--- src/rtl/regfile_pkg.sv ---
// regfile_pkg: shared constants and write-merge helper for the multi-port register file.
package regfile_pkg;
    localparam int DATA_W_DEF = 32;
    localparam int ADDR_W_DEF = 5;
    localparam int ZERO_ADDR = 0;
    // Returns {hit, from_port1}; port 1 wins collisions, a locked zero register swallows writes.
    function automatic logic [1:0] wr_merge(input logic we0, input logic we1, input logic hit0,
                                            input logic hit1, input logic zero_lock);
        wr_merge = zero_lock ? 2'b00 : {(we0 && hit0) || (we1 && hit1), we1 && hit1};
    endfunction
endpackage

--- src/rtl/regfile_mp_if.sv ---
// regfile_mp_if: read, write, issue and scoreboard signals of the register file.
interface regfile_mp_if import regfile_pkg::*; #(
    parameter int DATA_W = DATA_W_DEF,
    parameter int ADDR_W = ADDR_W_DEF,
    parameter int NUM_RD = 2
);
    logic [NUM_RD*ADDR_W-1:0] rd_addr;
    logic [NUM_RD*DATA_W-1:0] rd_data;
    logic [NUM_RD-1:0] rd_busy;
    logic we0;
    logic [ADDR_W-1:0] waddr0;
    logic [DATA_W-1:0] wdata0;
    logic we1;
    logic [ADDR_W-1:0] waddr1;
    logic [DATA_W-1:0] wdata1;
    logic issue_en;
    logic [ADDR_W-1:0] issue_addr;
    logic [2**ADDR_W-1:0] busy_vec;
    modport master (output rd_addr, we0, waddr0, wdata0, we1, waddr1, wdata1, issue_en, issue_addr,
                    input rd_data, rd_busy, busy_vec);
    modport slave (input rd_addr, we0, waddr0, wdata0, we1, waddr1, wdata1, issue_en, issue_addr,
                   output rd_data, rd_busy, busy_vec);
endinterface

--- src/rtl/regfile_rdport.sv ---
// regfile_rdport: one combinational read port with write bypass and busy lookup.
module regfile_rdport import regfile_pkg::*; #(
    parameter int DATA_W = DATA_W_DEF,
    parameter int ADDR_W = ADDR_W_DEF,
    parameter int ZERO_REG = 1,
    parameter int BYPASS = 1
) (
    input  logic [ADDR_W-1:0] addr_i,
    input  logic [2**ADDR_W-1:0][DATA_W-1:0] mem_i,
    input  logic [2**ADDR_W-1:0] busy_i,
    input  logic we0_i,
    input  logic [ADDR_W-1:0] waddr0_i,
    input  logic [DATA_W-1:0] wdata0_i,
    input  logic we1_i,
    input  logic [ADDR_W-1:0] waddr1_i,
    input  logic [DATA_W-1:0] wdata1_i,
    output logic [DATA_W-1:0] data_o,
    output logic busy_o
);
    logic zero_lock;
    logic [1:0] m;
    always_comb begin
        zero_lock = ZERO_REG != 0 && addr_i == ADDR_W'(ZERO_ADDR);
        m = wr_merge(we0_i, we1_i, waddr0_i == addr_i, waddr1_i == addr_i, zero_lock);
        data_o = zero_lock ? '0 : (BYPASS != 0 && m[1]) ? (m[0] ? wdata1_i : wdata0_i) : mem_i[addr_i];
        busy_o = busy_i[addr_i];
    end
endmodule

--- src/rtl/regfile_mp.sv ---
// regfile_mp: multi-port register file with prioritised writes, bypass and busy scoreboard.
module regfile_mp import regfile_pkg::*; #(
    parameter int DATA_W = DATA_W_DEF,
    parameter int ADDR_W = ADDR_W_DEF,
    parameter int NUM_RD = 2,
    parameter int ZERO_REG = 1,
    parameter int BYPASS = 1
) (
    input logic clk,
    input logic rst,
    regfile_mp_if.slave rf_if
);
    localparam int DEPTH = 2**ADDR_W;
    logic [DEPTH-1:0][DATA_W-1:0] mem_q, mem_d;
    logic [DEPTH-1:0] busy_q, busy_d;
    logic [1:0] m;
    logic zero_lock, we0_v, we1_v;
    if (NUM_RD < 1 || NUM_RD > 4) begin : g_bad_num_rd
        $error("regfile_mp: NUM_RD must be 1..4");
    end
    // Writes held during reset must not leak through the bypass path.
    assign we0_v = rf_if.we0 && !rst;
    assign we1_v = rf_if.we1 && !rst;
    always_comb begin
        mem_d = mem_q;
        busy_d = busy_q;
        m = '0;
        zero_lock = 1'b0;
        for (int r = 0; r < DEPTH; r++) begin
            zero_lock = ZERO_REG != 0 && r == ZERO_ADDR;
            m = wr_merge(we0_v, we1_v, rf_if.waddr0 == ADDR_W'(r), rf_if.waddr1 == ADDR_W'(r), zero_lock);
            mem_d[r] = m[1] ? (m[0] ? rf_if.wdata1 : rf_if.wdata0) : mem_q[r];
            // A new issue overrides a retiring writeback to the same register.
            busy_d[r] = !zero_lock && ((rf_if.issue_en && rf_if.issue_addr == ADDR_W'(r)) || (busy_q[r] && !m[1]));
        end
    end
    always_ff @(posedge clk or posedge rst) begin
        if (rst) begin
            mem_q <= '0;
            busy_q <= '0;
        end else begin
            mem_q <= mem_d;
            busy_q <= busy_d;
        end
    end
    assign rf_if.busy_vec = busy_q;
    for (genvar i = 0; i < NUM_RD; i++) begin : g_rd
        regfile_rdport #(.DATA_W(DATA_W), .ADDR_W(ADDR_W), .ZERO_REG(ZERO_REG), .BYPASS(BYPASS)) u_rd (
            .addr_i(rf_if.rd_addr[i*ADDR_W +: ADDR_W]),
            .mem_i(mem_q),
            .busy_i(busy_q),
            .we0_i(we0_v),
            .waddr0_i(rf_if.waddr0),
            .wdata0_i(rf_if.wdata0),
            .we1_i(we1_v),
            .waddr1_i(rf_if.waddr1),
            .wdata1_i(rf_if.wdata1),
            .data_o(rf_if.rd_data[i*DATA_W +: DATA_W]),
            .busy_o(rf_if.rd_busy[i])
        );
    end
endmodule

--- src/flat_wrapper.sv ---
// flat-port wrapper written by rule: the top's interface ports become plain ports
module regfile_mp_flat import regfile_pkg::*;
#(
    parameter int DATA_W = DATA_W_DEF,
    parameter int ADDR_W = ADDR_W_DEF,
    parameter int NUM_RD = 2,
    parameter int ZERO_REG = 1,
    parameter int BYPASS = 1
)
  (clk, rst, rf_if_rd_addr, rf_if_we0, rf_if_waddr0, rf_if_wdata0, rf_if_we1, rf_if_waddr1, rf_if_wdata1, rf_if_issue_en, rf_if_issue_addr, rf_if_rd_data, rf_if_rd_busy, rf_if_busy_vec);
  regfile_mp_if #(.DATA_W(DATA_W), .ADDR_W(ADDR_W), .NUM_RD(NUM_RD)) rf_if_i ();
  input logic clk;
  input logic rst;
  input wire logic [$bits(rf_if_i.rd_addr)-1:0] rf_if_rd_addr;
  input wire logic [$bits(rf_if_i.we0)-1:0] rf_if_we0;
  input wire logic [$bits(rf_if_i.waddr0)-1:0] rf_if_waddr0;
  input wire logic [$bits(rf_if_i.wdata0)-1:0] rf_if_wdata0;
  input wire logic [$bits(rf_if_i.we1)-1:0] rf_if_we1;
  input wire logic [$bits(rf_if_i.waddr1)-1:0] rf_if_waddr1;
  input wire logic [$bits(rf_if_i.wdata1)-1:0] rf_if_wdata1;
  input wire logic [$bits(rf_if_i.issue_en)-1:0] rf_if_issue_en;
  input wire logic [$bits(rf_if_i.issue_addr)-1:0] rf_if_issue_addr;
  output wire logic [$bits(rf_if_i.rd_data)-1:0] rf_if_rd_data;
  output wire logic [$bits(rf_if_i.rd_busy)-1:0] rf_if_rd_busy;
  output wire logic [$bits(rf_if_i.busy_vec)-1:0] rf_if_busy_vec;
  assign rf_if_i.rd_addr = rf_if_rd_addr;
  assign rf_if_i.we0 = rf_if_we0;
  assign rf_if_i.waddr0 = rf_if_waddr0;
  assign rf_if_i.wdata0 = rf_if_wdata0;
  assign rf_if_i.we1 = rf_if_we1;
  assign rf_if_i.waddr1 = rf_if_waddr1;
  assign rf_if_i.wdata1 = rf_if_wdata1;
  assign rf_if_i.issue_en = rf_if_issue_en;
  assign rf_if_i.issue_addr = rf_if_issue_addr;
  assign rf_if_rd_data = rf_if_i.rd_data;
  assign rf_if_rd_busy = rf_if_i.rd_busy;
  assign rf_if_busy_vec = rf_if_i.busy_vec;
  regfile_mp #(.DATA_W(DATA_W), .ADDR_W(ADDR_W), .NUM_RD(NUM_RD), .ZERO_REG(ZERO_REG), .BYPASS(BYPASS)) u_core (.clk(clk), .rst(rst), .rf_if(rf_if_i));
endmodule
--- config.mk ---
export PLATFORM = sky130hd
export DESIGN_NAME = regfile_mp_flat
export DESIGN_NICKNAME = d
export VERILOG_FILES = /design/src/rtl/regfile_pkg.sv /design/src/rtl/regfile_mp_if.sv /design/src/rtl/regfile_rdport.sv /design/src/rtl/regfile_mp.sv /design/src/flat_wrapper.sv
export SDC_FILE = /design/constraint.sdc
export NUM_CORES = 2
export LEC_CHECK = 0
export CAP_MARGIN = 20
export CELL_PAD_IN_SITES_DETAIL_PLACEMENT = 1
export CELL_PAD_IN_SITES_GLOBAL_PLACEMENT = 2
export CORE_MARGIN = 5
export CORE_UTILIZATION = 42
export DETAILED_ROUTE_END_ITERATION = 10
export PLACE_DENSITY = 0.9
export SLEW_MARGIN = 15
export SYNTH_ARGS = -nofsm -noshare
export SYNTH_HDL_FRONTEND = slang
export SYNTH_SLANG_ARGS = --single-unit
--- constraint.sdc ---
create_clock -name clk -period 41 [get_ports clk]
set_clock_uncertainty 0.2 [all_clocks]
set_input_delay 8.2 -clock clk [delete_from_list [all_inputs] [get_ports clk]]
set_output_delay 8.2 -clock clk [all_outputs]
set_load 0.02 [all_outputs]
# Yosys cells after proc, flatten, opt, wreduce, memory -nomap -nowiden
# Cells that the tools add are included.
dict set report totals {
  n_memories 0
  romBits 0
  latchBits 0
  in_bits 94
  elab_cells 406
  out_inout_bits 98
  register_bits 1023
  ramBits 0
}
dict set report op_classes {
  n_reduce_logical 228
  n_mux 47
  n_addsub 0
  multipliers 0
  bitwise 0
  shift 0
  div_mod_pow 0
  eq_ne 97
  magnitude_cmp 2
}
# operator count
set op_table {}
lappend op_table {{32-bit 2-to-1 mux} 39}
lappend op_table {{32-bit binary-select mux with 5-bit select} 2}
lappend op_table {{5-bit == test, second input constant} 48}
lappend op_table {{1-bit logical AND} 130}
lappend op_table {{5-bit by 4-bit == test with 1-bit output, second input constant} 24}
lappend op_table {{1-bit logical OR} 64}
lappend op_table {{5-bit by 3-bit == test with 1-bit output, second input constant} 12}
lappend op_table {{1-bit zero test} 32}
lappend op_table {{5-bit by 2-bit == test with 1-bit output, second input constant} 6}
lappend op_table {{5-bit == test} 4}
lappend op_table {{5-bit by 1-bit == test with 1-bit output, second input constant} 3}
lappend op_table {{5-bit by 6-bit less-than comparator with 1-bit output, second input constant} 2}
lappend op_table {{1-bit binary-select mux with 5-bit select} 2}
lappend op_table {{5-bit zero test} 2}
lappend op_table {{2-bit 2-to-1 mux} 2}
lappend op_table {{1-bit 2-to-1 mux} 2}

# Logic depth before layout (Yosys ltp)
dict set report depth {
  word_depth 8
  ltp_mapped 10
}

# Modules after synthesis
# A second synthesis with hierarchy kept.
dict set report hier_totals {
  hier_cells 7387
  hier_area_um2 65811.9
}
# mod cells_per_inst n_inst area_per_inst_um2
set modules_own_cells {}
lappend modules_own_cells {regfile_mp 5539 1 47404.2}
lappend modules_own_cells {regfile_rdport 924 2 9203.8}

# Least setup slack after synthesis
# No wires, ideal clock.
dict set report synth_path {
  path_kind {in2out}
  start {input rf_if_rd_addr[6]}
  end {output rf_if_rd_data[41]}
  cell_stages 8
  setup_slack_ps 22611
  arrival_time_ps 9989
  path_buffers 3
  path_cell_list {buf_2 or2_1 buf_2 nor3_4 nor4_4 nand2b_1 clkbuf_1 o31ai_1}
}
dict set report synth_via {
  elab_chain_len 6
}
# item line
set synth_lines {}
lappend synth_lines {{start: declaration} flat_wrapper.sv:14} ;# input wire logic [$bits(rf_if_i.rd_addr)-1:0] rf_if_rd_addr;
lappend synth_lines {{parallel branches: the longest is 5 deep, another holds 32-bit binary-select mux with 5-bit select} -}
lappend synth_lines {{32-bit 2-to-1 mux *} regfile_rdport.sv:25} ;# data_o = zero_lock ? '0 : (BYPASS != 0 && m[1]) ? (m[0] ? wdata1_i : wdata0_i) : mem_i[addr_i];
lappend synth_lines {{end: declaration} flat_wrapper.sv:23} ;# output wire logic [$bits(rf_if_i.rd_data)-1:0] rf_if_rd_data;
# Mark *: on every way between the ends. The select of a mux whose other input is x is not followed.

# Worst setup path in the final report
dict set report layout_path {
  start {input rf_if_rd_addr[6]}
  end {output rf_if_rd_data[55]}
}
# Same word-level chain as after synthesis.

==> metrics <==
htree depth 3; die area 165600 um^2; Crit Path Max Fanout 91; setup TNS 0 ns; Slew Viols, Final 0; Die W 407.0 um; largest family of logic cells by synthesized area multiplexers; slowest CP cell o31ai_1; DRC violations left 0; pre-CTS setup slack 19.01 ns; CTS tree done; XOR/XNOR Fraction of Synth Area 0.002647; Routed Antenna Nets 0; Simple-Gate Fraction of Synth Area 0.09520; Synth top area share 0.3868; Combinational Power Share 0.259; clock tree buffer depth 3; endpoint class of the critical path output pin; FF+latch count, synth 1023; kind of critical path primary input to output pin; Least-Margin Pin Slew 1.278 ns; hold depth 1; critical path startpoint category primary input; Top FF cell, synth dfrtp_1; Internal 2.332 mW; worst setup slack after layout 18.69 ns; Routed WL 307700 um; postcts setup bufs 0; Post-synth ARST share 1.000; CP max stage delay 1.25 ns; Final setup viols 0; clock network fraction of design power 0.320; area grow syn2layout 10.08%; cell taking the most area after synthesis dfrtp_1; root buf cell clkbuf_16; Die Ht 407.0 um; total CTS buffers 116; FP Rows 145; first-pass GRT wire length 440600 um; status finished clean; final hold slack 0.3677 ns; Vias/cell 7.120; I/O pins 192; fill cell count 17.09k; GR Util All Layers 0.3640; total iterations of the first detailed-routing run 6; clk slew on worst S/H paths 0.07 ns; via count 60.02k; Reg2Reg Launch Point u_core.mem_q[712]$_DFFE_PP0P_; vias in the first global route 61.53k; gr ovfl total 0; detailed placement HPWL 170800 um; Compound-Gate Fraction of Synth Area 0.1326; Max Freq 0.04482 GHz; commonest non-fill, non-tap cells in the layout 1291 x mux2i_1, 1023 x dfrtp_1, 649 x nor2_1; synthesized instance count 6586; Synth area leaders dfrtp_1 39%, mux2i_1 20%, mux4_2 11%; R2R cell count 2; Netlist Area Pre-Place 66190 um^2; commonest non-fill, non-tap cell in the layout mux2i_1; Core Area 156400 um^2; register area share after synthesis 0.3868; Hold Violations, Final 0; Final period util 0.5442; Worst EP arrival 13.91 ns; layout cells sized above 1 0.1436; syn_nets 6680; Nets 6359; Yosys warnings 0; RD Place Congestion 0.8787; minimum clock period 22.31 ns; initial antenna violation count 17; Post-synth EDFFs 0; hold_sp u_core.rf_if.busy_vec[15]$_DFF_PP0_; drt initial violations 8171; Post-CTS Hold Fix Bufs 0; R2R Path End u_core.mem_q[712]$_DFFE_PP0P_; Post-Synth Adder-Cell Area 0; multiplexer share of the synthesized area 0.3217; pwr dens 47.87 nW/um^2; syn_area_per_cell 10.05 um^2; worst hold path type flop to flop; clk_lat worst skew 0.78 ns; Psw 1.156 mW; Sw Ratio 0.3313; Starting Density 0.4232; largest net degree at the start of global routing 157; CTS resizes 0; Routed wire per std cell 36.50 um; Static Leak 32.11 nW; unrepaired setup endpoints after global routing no; IO Port Bufs 190; Hold Path Sink u_core.rf_if.busy_vec[15]$_DFF_PP0_; worst path required time 32.60 ns; fraction of power consumed by sequential logic 0.422; Max VDD drop 0.00003881 V; worst reg-to-reg setup slack 39.89 ns; distinct cell type count after synthesis 70; # Max-Cap Violations 0; Max transition margin 0.1482; critical path cell sequence buf_8 > buf_12 > buf_4 > xor2_1 > nor4_4 > buf_4 > nand2b_2 > o31ai_1 > clkdlybuf4s50_1; Top cell by count, worst path buf_4; clock sinks 1023
-- cells by family (layout without fill, tap and decap cells) --
group                     count (synthesis)  count (layout)
muxes                                  1699            1699
buffers and inverters                   839             616
other                                     1               9
and+or+nand+nor                        1504            1504
xor gates and xnor gates                 20              20
DFF                                    1023            1023
AOI/OAI and AO/OA                      1500            1500
-- critical path, delay by kind of cell --
family,cells,cell delay (ns)
xor gates and xnor gates,1,0.31
AOI/OAI and AO/OA,1,1.25
and+or+nand+nor,2,0.98
buffers and inverters,5,2.86
-- Yosys cell counts (all sizes together) (19+ instances only) --
cell,instances
buf,344
nor3,33
a221oi,22
o22ai,69
a32oi,64
dfrtp,1023
nand2,631
mux2,73
nor2,663
a21oi,550
o31ai,61
nor4,20
a211oi,29
a221o,56
nand2b,19
clkbuf,489
a32o,20
mux2i,1291
mux4,335
o21ai,555
and3,33
and2,35
-- flip-flops by register name, indices dropped and copies added (netlist names) --
signal and flops:
u_core.mem_q 992, u_core.rf_if.busy_vec 31
-- power groups by stage --
stage	clock network [mW]	registers, mW	logic (mW)
floorplan	0	1.41	0.634
global placement	0	1.45	0.843
detailed placement	0	1.47	0.881
CTS	1.11	1.46	0.887
global route	1.15	1.49	0.962
finish	1.11	1.47	0.902
-- stage by stage --
stage	instance area [um^2]	utilization	cells	total power, mW
after floorplan	66190	-	6586	2.047
after global placement	68640	0.4389	8194	2.289
after detailed placement	68700	0.4393	8197	2.352
after CTS	72660	0.4646	8413	3.458
after global routing	72840	0.4657	8421	3.610
final	72860	0.4659	8429	3.488
-- area by class of cell --
cell class	instances	area [um^2]	share of cell area
Sequential cell	1023	25600	0.3514
Clock inverter	48	541.8	0.007436
Timing Repair Buffer	394	3677	0.05047
Antenna cell	8	20.02	0.0002748
Tap cell	2058	2575	0.03534
Clock buffer	168	3418	0.04692
Multi-Input combinational cell	4724	36990	0.5077
Inverter	6	33.78	0.0004637
-- routing by layer --
metal	part of all wire	GRT usage	wire length [um]	up-vias
li1	-	-	-	23220
met1	0.37	0.4648	112800	30990
met2	0.43	0.5362	132400	4501
met3	0.13	0.1074	39010	1288
met4	0.076	0.2420	23400	14
met5	0.00033	0	103	-
-- worst max path at each step --
stage,startpoint,to,slack (ns),depth (start not counted)
4_1_cts,rf_if_rd_addr[6],rf_if_rd_data[55],18.99,9
2_1_floorplan,rst,u_core.mem_q[1000]$_DFFE_PP0P_,3.81,1
3_3_place_gp,rf_if_rd_addr[6],rf_if_rd_data[55],19.12,9
5_1_grt,rf_if_rd_addr[6],rf_if_rd_data[55],18.99,9
6_report,rf_if_rd_addr[6],rf_if_rd_data[55],18.69,9
3_5_place_dp,rf_if_rd_addr[6],rf_if_rd_data[55],19.01,9
No activity file was read; power rests on OpenSTA's default activity.
